===== config.mk =====
export PLATFORM = sky130hd
export DESIGN_NAME = clkdiv_sched
export DESIGN_NICKNAME = d
export VERILOG_FILES = /design/src/rtl/clkdiv_sched_pkg.sv /design/src/rtl/clkdiv_core.sv /design/src/rtl/clkdiv_sched.sv
export SDC_FILE = /design/constraint.sdc
export NUM_CORES = 1
export LEC_CHECK = 0
export CORE_ASPECT_RATIO = 2
export CORE_MARGIN = 4
export CORE_UTILIZATION = 35
export CTS_CLUSTER_DIAMETER = 60
export DETAILED_ROUTE_END_ITERATION = 16
export PLACE_DENSITY = 0.55
export SYNTH_ARGS = -nofsm -noshare
export SYNTH_HDL_FRONTEND = slang
export SYNTH_SLANG_ARGS = --single-unit

===== constraint.sdc =====
create_clock -name clk -period 4.5 [get_ports clk]
set_clock_uncertainty 0.1 [all_clocks]
set_input_delay 0.675 -clock clk [delete_from_list [all_inputs] [get_ports clk]]
set_output_delay 0.675 -clock clk [all_outputs]
set_load 0.01 [all_outputs]

===== src/rtl/clkdiv_sched_pkg.sv =====
// ----------------------------------------------------------------------------
// clkdiv_sched_pkg
// Shared definitions for the programmable clock-divider sequencer:
//   - state_e : sequencer state encoding (IDLE, RUN, DRAIN)
//   - MIN_DIV : smallest usable divide ratio; smaller requests clamp to it
// No ports (package).
// ----------------------------------------------------------------------------
package clkdiv_sched_pkg;

   typedef enum logic [1:0] {
      ST_IDLE  = 2'd0,
      ST_RUN   = 2'd1,
      ST_DRAIN = 2'd2
   } state_e;

   localparam int MIN_DIV = 2;

endpackage : clkdiv_sched_pkg


===== src/rtl/clkdiv_core.sv =====
// ----------------------------------------------------------------------------
// clkdiv_core
// Period counter and waveform generator for the clock divider. Holds the
// active ratio, counts 0..N-1 and produces a registered, glitch-free div_out
// plus a tick pulse aligned with every div_out rising edge.
// Ports:
//   clk, nrst      system clock, asynchronous active-low reset
//   start_i        begin the first period (cnt=0, div_out=1, tick=1)
//   active_i       sequencer is in RUN or DRAIN, counter advances
//   finish_i       current boundary is the last one; park outputs low
//   ratio_load_i   load ratio_i as the active ratio at this edge
//   ratio_i        ratio to load (already clamped by the sequencer)
//   div_out_o      divided clock
//   tick_o         one-cycle pulse at each period start
//   boundary_o     combinational: last cycle of the current period
// ----------------------------------------------------------------------------
module clkdiv_core #(
   parameter int CNT_W   = 8,
   parameter int DEF_DIV = 3
) (
   input  logic             clk,
   input  logic             nrst,
   input  logic             start_i,
   input  logic             active_i,
   input  logic             finish_i,
   input  logic             ratio_load_i,
   input  logic [CNT_W-1:0] ratio_i,
   output logic             div_out_o,
   output logic             tick_o,
   output logic             boundary_o
);

   logic [CNT_W-1:0] cnt_q, cnt_d;
   logic [CNT_W-1:0] ratio_q, ratio_d;
   logic [CNT_W-1:0] cnt_inc;
   logic [CNT_W-1:0] half;
   logic             div_q, div_d;
   logic             tick_q, tick_d;

   // (N+1)>>1 computed as (N>>1)+N[0] so N = 2^CNT_W-1 cannot overflow.
   assign half       = (ratio_q >> 1) + {{(CNT_W-1){1'b0}}, ratio_q[0]};
   assign cnt_inc    = cnt_q + CNT_W'(1);
   assign boundary_o = active_i && (cnt_q == (ratio_q - CNT_W'(1)));

   // div_out is computed from the next count value so the registered output
   // lines up with the count it describes; the first cycle of every period is
   // always high because half >= 1 for any ratio >= 2.
   always_comb begin
      cnt_d   = cnt_q;
      div_d   = div_q;
      tick_d  = 1'b0;
      ratio_d = ratio_load_i ? ratio_i : ratio_q;
      if (start_i) begin
         cnt_d  = '0;
         div_d  = 1'b1;
         tick_d = 1'b1;
      end else if (active_i) begin
         if (boundary_o) begin
            cnt_d = '0;
            if (finish_i) begin
               div_d = 1'b0;
            end else begin
               div_d  = 1'b1;
               tick_d = 1'b1;
            end
         end else begin
            cnt_d = cnt_inc;
            div_d = (cnt_inc < half);
         end
      end else begin
         cnt_d = '0;
         div_d = 1'b0;
      end
   end

   always_ff @(posedge clk or negedge nrst) begin
      if (!nrst) begin
         cnt_q   <= '0;
         ratio_q <= CNT_W'(DEF_DIV);
         div_q   <= 1'b0;
         tick_q  <= 1'b0;
      end else begin
         cnt_q   <= cnt_d;
         ratio_q <= ratio_d;
         div_q   <= div_d;
         tick_q  <= tick_d;
      end
   end

   assign div_out_o = div_q;
   assign tick_o    = tick_q;

endmodule : clkdiv_core


===== src/rtl/clkdiv_sched.sv =====
// ----------------------------------------------------------------------------
// clkdiv_sched
// Programmable clock-divider controller/sequencer. Runs the divider core
// under a start/stop/burst FSM and offers a valid/ready config port whose
// ratio changes take effect only on period boundaries.
// Ports:
//   clk, nrst   system clock, asynchronous active-low reset
//   cfg_valid   new ratio offered
//   cfg_ready   no ratio pending; handshake completes on valid&ready
//   cfg_div     requested ratio (0/1 clamp to 2)
//   cfg_burst   periods per run, sampled at start; 0 = free-run
//   start       begin a run (IDLE only)
//   stop        end run after the current period (RUN only)
//   busy        sequencer not idle
//   div_out     divided clock
//   tick        one-cycle pulse at each div_out rising edge
//   done        one-cycle pulse when the sequencer returns to IDLE
// ----------------------------------------------------------------------------
module clkdiv_sched
   import clkdiv_sched_pkg::*;
#(
   parameter int CNT_W   = 8,
   parameter int DEF_DIV = 3
) (
   input  logic             clk,
   input  logic             nrst,
   input  logic             cfg_valid,
   output logic             cfg_ready,
   input  logic [CNT_W-1:0] cfg_div,
   input  logic [CNT_W-1:0] cfg_burst,
   input  logic             start,
   input  logic             stop,
   output logic             busy,
   output logic             div_out,
   output logic             tick,
   output logic             done
);

   state_e           state_q, state_d;
   logic [CNT_W-1:0] bcnt_q, bcnt_d;
   logic [CNT_W-1:0] pend_div_q, pend_div_d;
   logic             pend_flag_q, pend_flag_d;
   logic             done_q, done_d;

   logic             cfg_accept;
   logic [CNT_W-1:0] cfg_div_clamped;
   logic             core_start;
   logic             core_finish;
   logic             ratio_load;
   logic [CNT_W-1:0] ratio_new;
   logic             boundary;

   assign cfg_accept      = cfg_valid && !pend_flag_q;
   assign cfg_div_clamped = (cfg_div < CNT_W'(MIN_DIV)) ? CNT_W'(MIN_DIV) : cfg_div;

   // In RUN a nonzero bcnt always means a burst is in progress (it would
   // already have moved to DRAIN on reaching zero), so bcnt==0 doubles as the
   // free-run marker and no separate mode flag is needed.
   // A ratio offered on the very boundary that ends DRAIN goes straight into
   // the core, since no period is left in flight to protect.
   always_comb begin
      state_d     = state_q;
      bcnt_d      = bcnt_q;
      pend_div_d  = pend_div_q;
      pend_flag_d = pend_flag_q;
      done_d      = 1'b0;
      core_start  = 1'b0;
      core_finish = 1'b0;
      ratio_load  = 1'b0;
      ratio_new   = pend_div_q;
      case (state_q)
         ST_IDLE: begin
            if (cfg_accept) begin
               ratio_load = 1'b1;
               ratio_new  = cfg_div_clamped;
            end
            if (start) begin
               core_start = 1'b1;
               if (cfg_burst == '0) begin
                  bcnt_d  = '0;
                  state_d = ST_RUN;
               end else begin
                  bcnt_d  = cfg_burst - CNT_W'(1);
                  state_d = (cfg_burst == CNT_W'(1)) ? ST_DRAIN : ST_RUN;
               end
            end
         end
         ST_RUN: begin
            if (boundary && (bcnt_q != '0)) begin
               bcnt_d = bcnt_q - CNT_W'(1);
               if (bcnt_q == CNT_W'(1)) begin
                  state_d = ST_DRAIN;
               end
            end
            if (stop) begin
               state_d = ST_DRAIN;
            end
            if (boundary && pend_flag_q) begin
               ratio_load  = 1'b1;
               ratio_new   = pend_div_q;
               pend_flag_d = 1'b0;
            end else if (cfg_accept) begin
               pend_div_d  = cfg_div_clamped;
               pend_flag_d = 1'b1;
            end
         end
         ST_DRAIN: begin
            if (boundary) begin
               core_finish = 1'b1;
               done_d      = 1'b1;
               state_d     = ST_IDLE;
               if (pend_flag_q) begin
                  ratio_load  = 1'b1;
                  ratio_new   = pend_div_q;
                  pend_flag_d = 1'b0;
               end else if (cfg_accept) begin
                  ratio_load = 1'b1;
                  ratio_new  = cfg_div_clamped;
               end
            end else if (cfg_accept) begin
               pend_div_d  = cfg_div_clamped;
               pend_flag_d = 1'b1;
            end
         end
         default: begin
            state_d = ST_IDLE;
         end
      endcase
   end

   always_ff @(posedge clk or negedge nrst) begin
      if (!nrst) begin
         state_q     <= ST_IDLE;
         bcnt_q      <= '0;
         pend_div_q  <= '0;
         pend_flag_q <= 1'b0;
         done_q      <= 1'b0;
      end else begin
         state_q     <= state_d;
         bcnt_q      <= bcnt_d;
         pend_div_q  <= pend_div_d;
         pend_flag_q <= pend_flag_d;
         done_q      <= done_d;
      end
   end

   clkdiv_core #(
      .CNT_W   (CNT_W),
      .DEF_DIV (DEF_DIV)
   ) u_core (
      .clk          (clk),
      .nrst         (nrst),
      .start_i      (core_start),
      .active_i     (busy),
      .finish_i     (core_finish),
      .ratio_load_i (ratio_load),
      .ratio_i      (ratio_new),
      .div_out_o    (div_out),
      .tick_o       (tick),
      .boundary_o   (boundary)
   );

   assign busy      = (state_q != ST_IDLE);
   assign cfg_ready = !pend_flag_q;
   assign done      = done_q;

endmodule : clkdiv_sched

==> reports/metrics.cfg, run 1 <==
[worst_setup_path]
crit_fanout = 9
critPathRequiredTime_ns = 4.55
crit_path_end_kind = flip-flop
start_kind = flip-flop
worstPathArrival_ns = 3.07
path_class = flip-flop to flip-flop

[floorplanning]
start_util_pct = 36.29
rows = 45
fp.dieH_um = 134.5
core_area_mm2 = 0.007714
die_w_um = 71.24
dieArea_mm2 = 0.009579
ioPinCount = 26

[global_routing]
grt_max_degree = 39
grt_usage_pct = 15.84
antenna_found_initial = 0
overflow = 0
grt_pass1_wl_mm = 11.83
first_global_vias = 2474

[timing]
post-route-period-util_pct = 67.09
fin_crit_ns = 3.019
hold_viol = 0
hold_ws_ns = 0.4110
slew_headroom_pct = 39.74
tns_ns = 0
tightest_slew_ns = 0.9020
setup_viol = 0
timing.fmax_mhz = 331.3
drv_slew = 0
rsz0062_at_grt = false
layout_setup_ws_ns = 1.481

[power]
p_int_mw = 1.228
powerDensity_mw_per_mm2 = 656.8
p_total_mw = 2.153
pwr-share-clk_pct = 19.0
netSwitchingPower_uw = 925.1
swShare_pct = 42.97
p_seq_share_pct = 31.1
vdd_drop_max_v = 0.0003103
leakage_nw = 1.458
p_comb_share_pct = 49.9

[placed_design]
placed_cell_area_mm2 = 0.003108
dp.cells = 418
pre_cts_slack_ns = 1.411
place_hpwl_mm = 5.663
io_buffers = 25
place_congestion = 0.8872

[routing]
vias_per_cell = 5.472
drc = 0
vias = 2331
wl_per_cell_um = 16.75
drt-total-wl_mm = 7.137
ant_nets = 0
drt_first_pass_iters = 4
drt-initial-drc-count = 92

[synth]
ys_seq_area_share_pct = 34.06
syn-cell-area_mm2 = 0.002799
async_flop_share_pct = 100.0
synth_edf_count = 0
post_synth.cell_area_avg_um2 = 9.000
syn_nets = 351
syn_inst = 311
synth-main-ff-cell = dfrtp_1
synth_cell_type_count = 53
yosys_warnings = 0
ys_ff_latch = 38

[clock_tree]
clockBufferDepth = 2
ctsHoldBuffers = 0
cts_made_buffers = 5
htree_levels = 2
clock_sinks = 38
post_cts_buffers = 0
path_clk_slew_ns = 0.06
cts_resized = 0
cts-root-buf = clkbuf_16
cts_tree = built
clk_latency_ns = 0.29

[min_path]
min_path_type = input pin to async pin

[final_layout]
nNetsFinal = 371
syn_to_final_growth_pct = 17.12
final_common_cell = dfrtp_1
layout.cells.non_filler = 426
fin_util_pct = 42.50
drive_above_1_share_pct = 9.337
final_cell_mix = dfrtp_1, inv_1, nor2_1, clkdlybuf4s50_1, ha_1
finalInstanceArea_mm2 = 0.003278
antenna_cells = 0

[run]
max_cap_viol_count = 0

[run_status]
status = complete, no violations

## cells by family (layout without fill, tap and decap cells)
kind of cell	Yosys count	after routing	share of synthesized area (%)
AOI/OAI and AO/OA	70	70	18.06
muxes	18	18	6.884
DFF	38	38	34.06
adders and majority gates	19	19	8.494
xor gates and xnor gates	25	25	7.823
and+or+nand+nor	96	96	18.06
buffers and inverters	45	66	6.616
## power by group through the flow
stage | clock (mW) | sequential, mW | combinational, mW
2_1_floorplan | 0 | 0.583 | 0.889
3_3_place_gp | 0 | 0.673 | 1.07
3_5_place_dp | 0 | 0.676 | 1.09
4_1_cts | 0.418 | 0.671 | 1.09
5_1_grt | 0.428 | 0.695 | 1.21
6_report | 0.409 | 0.669 | 1.08
## area by class of cell
type / count / area, um^2
inverter: 31 / 116.4
timing repair buffer: 27 / 260.3
clock buffer: 5 / 125.1
clock inverter: 3 / 45.04
tap: 94 / 117.6
multi-input combinational: 228 / 1660
fill: 732 / 4436
sequential: 38 / 953.4
## per-layer routing
layer	routed length (um)	vias to the layer above	track usage (%)
met3	170	15	2.161
met5	0	-	0
met2	4106	50	31.35
li1	-	1163	-
met4	305	0	8.577
met1	2555	1103	14.86
## critical path, stage by stage, from the launching register on
cell       delay (ns)
dfstp_2          0.59
inv_1            0.06
ha_1             0.33
xor2_1           0.24
o2111ai_4        0.20
or3_1            0.57
o32a_1           0.59
mux2i_1          0.20
## sequential cells by signal (all words and copies together) (netlist names)
signal / cells
bcnt_q: 8
pend_div_q: 8
u_core.cnt_q: 8
u_core.ratio_q: 8
state_q: 2
done: 1
pend_flag_q: 1
u_core.div_out_o: 1
u_core.tick_o: 1
## final timing paths
kind	from	end	slack, ns	cells past startpoint
setup / recovery	u_core.ratio_q[0]	pend_div_q[3]	1.48	7
max in group asynchronous	nrst	pend_div_q[4]	3.34	1
setup reg to reg	u_core.ratio_q[0]	pend_div_q[3]	1.48	7
hold / removal	nrst	bcnt_q[0]	0.41	1
min in group clk	bcnt_q[1]	bcnt_q[1]	0.42	1
hold reg to reg	bcnt_q[1]	bcnt_q[1]	0.42	1
## Yosys cell counts, drive strengths merged (3+ instances only)
library cell	number	area share, %
nand4	3	0.67
nor2	25	3.4
dfrtp	36	32
inv	31	4.2
xor2	15	4.7
and3	11	2.5
mux2	10	4.0
o22ai	13	2.9
mux2i	8	2.9
o211ai	6	1.6
nand3b	3	0.80
ha	19	8.5
a2bb2oi	4	1.3
or4	3	0.80
clkbuf	6	0.80
xnor2	10	3.1
nand3	11	2.0
nor4	7	1.6
o21ai	9	1.6
nor3	6	1.1
buf	8	1.7
a21oi	14	2.5
nand2	16	2.1
No activity file was read; power rests on OpenSTA's default activity.
==> run 2: changes to the inputs <==
PLACE_DENSITY = 0.57   (was 0.55)
clock period = 2.75 ns   (was 4.5 ns; I/O delays follow)
==> run 2 against run 1 <==
Flip-flop and latch count unchanged. Die area unchanged. Cell count up 2.6%. Clock power up 65%. Largest cell class unchanged.
==> reports/metrics.cfg, run 2 (synthesized netlist as in run 1, its figures left out) <==
[timing]
rsz0062_at_grt = false
tns_ns = 0  ; unchanged
setup_viol = 0  ; unchanged
post-route-period-util_pct = 95.23  ; +28 points
hold_viol = 0  ; unchanged
slew_headroom_pct = 41.39  ; +1.6 points
drv_slew = 0  ; unchanged
tightest_slew_ns = 0.8791  ; -0.02289 ns
hold_ws_ns = 0.1393  ; -0.2717 ns
timing.fmax_mhz = 381.8  ; +15%
layout_setup_ws_ns = 0.1311  ; -1.350 ns
fin_crit_ns = 2.619  ; -0.3999 ns

[worst_setup_path]
start_kind = flip-flop
slowest_delay_ns = 0.53  ; -0.06 ns
crit_fanout = 8  ; -1
reg2reg_slack_ns = 0.13  ; -1.35 ns
worstPathArrival_ns = 2.69  ; -0.38 ns
path_buf_inv = 2  ; +1
crit_slowest_cell = dfstp_2
path_delay_family = flip-flops
critPathRequiredTime_ns = 2.82  ; -1.73 ns
crit_path_end_kind = flip-flop
crit_chain = inv_1 > ha_1 > xor2_1 > o2111ai_4 > buf_4 > nor4_1 > o21ba_2 > mux2_2
path_class = flip-flop to flip-flop

[clock_tree]
cts_made_buffers = 5  ; unchanged
path_clk_slew_ns = 0.06  ; about the same
ctsHoldBuffers = 0  ; unchanged
clockBufferDepth = 2  ; unchanged
clk_latency_ns = 0.28  ; about the same
cts_tree = built
htree_levels = 2  ; unchanged
cts-root-buf = clkbuf_16
clock_sinks = 38  ; unchanged

[floorplanning]
ioPinCount = 26  ; unchanged
fp.dieH_um = 134.5  ; unchanged
start_util_pct = 36.29  ; unchanged
core_area_mm2 = 0.007714  ; unchanged
dieArea_mm2 = 0.009579  ; unchanged
die_w_um = 71.24  ; unchanged
rows = 45  ; unchanged

[final_layout]
antenna_cells = 0  ; unchanged
syn_to_final_growth_pct = 20.30
layout.cells.non_filler = 437  ; +2.6%
seqCellArea_um2 = 953.4  ; unchanged
n_fill_cell = 737  ; +0.68%
drive_above_1_share_pct = 12.24  ; +2.9 points
nNetsFinal = 382  ; +3.0%
fin_util_pct = 43.65  ; +1.2 points
final_cell_mix = dfrtp_1, inv_1, nor2_1, clkdlybuf4s50_1, ha_1
multi_input_area_mm2 = 0.001664  ; +0.23%
final_common_cell = dfrtp_1

[power]
pwr-share-clk_pct = 18.5  ; -0.5 points
leakage_nw = 1.521  ; +4.3%
p_int_mw = 2.115  ; +72%
vdd_drop_max_v = 0.0004669  ; +50%
p_comb_share_pct = 52.3  ; +2.4 points
powerDensity_mw_per_mm2 = 1085  ; +65%
swShare_pct = 42.10  ; -0.87 points
netSwitchingPower_mw = 1.538  ; +66%
p_seq_share_pct = 29.2  ; -1.9 points

[run_status]
status = complete, no violations

[global_routing]
grt_pass1_wl_mm = 11.99  ; +1.3%
antenna_found_initial = 0  ; unchanged
overflow = 0  ; unchanged
grt_usage_pct = 15.92  ; +0.075 points
first_global_vias = 2599  ; +5.1%
grt_max_degree = 39  ; unchanged

[routing]
drt-total-wl_mm = 7.231  ; +1.3%
drc = 0  ; unchanged
ant_nets = 0  ; unchanged
drt-initial-drc-count = 97  ; +5.4%
wl_per_cell_um = 16.55  ; -1.2%
vias = 2387  ; +2.4%
vias_per_cell = 5.462  ; -0.18%
drt_first_pass_iters = 4  ; unchanged

[placed_design]
dp.cells = 429  ; +2.6%
place_hpwl_mm = 5.735  ; +1.3%
pre_cts_slack_ns = 0.04196  ; -1.369 ns
io_buffers = 25  ; unchanged
place_congestion = 0.8414  ; -5.2%

[run]
max_cap_viol_count = 0  ; unchanged

[min_path]
min_path_type = input pin to async pin

-- run 2: cell types whose count changed in the layout (fill, tap and decap cells not counted), sizes merged --
cell	previous run	this run
clkbuf	5	7
buf	3	14
clkinvlp	2	0
-- run 2: path summary, 6_finish.rpt --
check / startpoint / endpoint / cells past startpoint
max: u_core.ratio_q[0] / u_core.ratio_q[3] / 8
min: nrst / bcnt_q[2] / 1
max reg2reg: u_core.ratio_q[0] / u_core.ratio_q[3] / 8
min reg2reg: bcnt_q[1] / bcnt_q[1] / 1
max in group asynchronous: nrst / pend_div_q[7] / 1
min in group clk: bcnt_q[1] / bcnt_q[1] / 1
-- run 2: worst reg2reg max path, stage by stage, from the launching register on --
cell,delay (ns)
dfstp_2,0.53
inv_1,0.04
ha_1,0.32
xor2_1,0.25
o2111ai_4,0.14
buf_4,0.19
nor4_1,0.25
o21ba_2,0.32
mux2_2,0.36
-- run 2: routing by layer --
layer	vias to the layer above	track usage, %	wire length, um
met5	-	0	0
met4	0	7.950	257
met3	17	1.788	167
met2	50	32.07	4213
met1	1138	14.95	2592
li1	1182	-	-
-- run 2: power by group through the flow --
stage / clock network [mW] / logic, mW / registers (mW)
6_report: 0.674 / 1.91 / 1.07
5_1_grt: 0.710 / 2.13 / 1.11
4_1_cts: 0.688 / 1.92 / 1.07
3_5_place_dp: 0 / 1.90 / 1.08
3_3_place_gp: 0 / 1.87 / 1.08
2_1_floorplan: 0 / 1.46 / 0.955
-- run 2: final cells by class --
cell class / instances / area share, %
Sequential cell: 38 / 28.32
Inverter: 31 / 3.456
Clock buffer: 7 / 4.236
Tap cell: 94 / 3.493
Multi-Input combinational cell: 228 / 49.42
Timing Repair Buffer: 38 / 10.18
Clock inverter: 1 / 0.8919
-- run 2: timing repair --
item / CTS / global route
buffers inserted: 0 / 0
gates resized for setup: 0 / 3
setup endpoints to repair: 0 / 16
-- run 2: through the flow --
stage               area (um^2)  power, mW
floorplan                  2799      2.410
global placement           3191      2.951
detailed placement         3191      2.984
CTS                        3363      3.675
global route               3367      3.950
finish                     3367      3.653
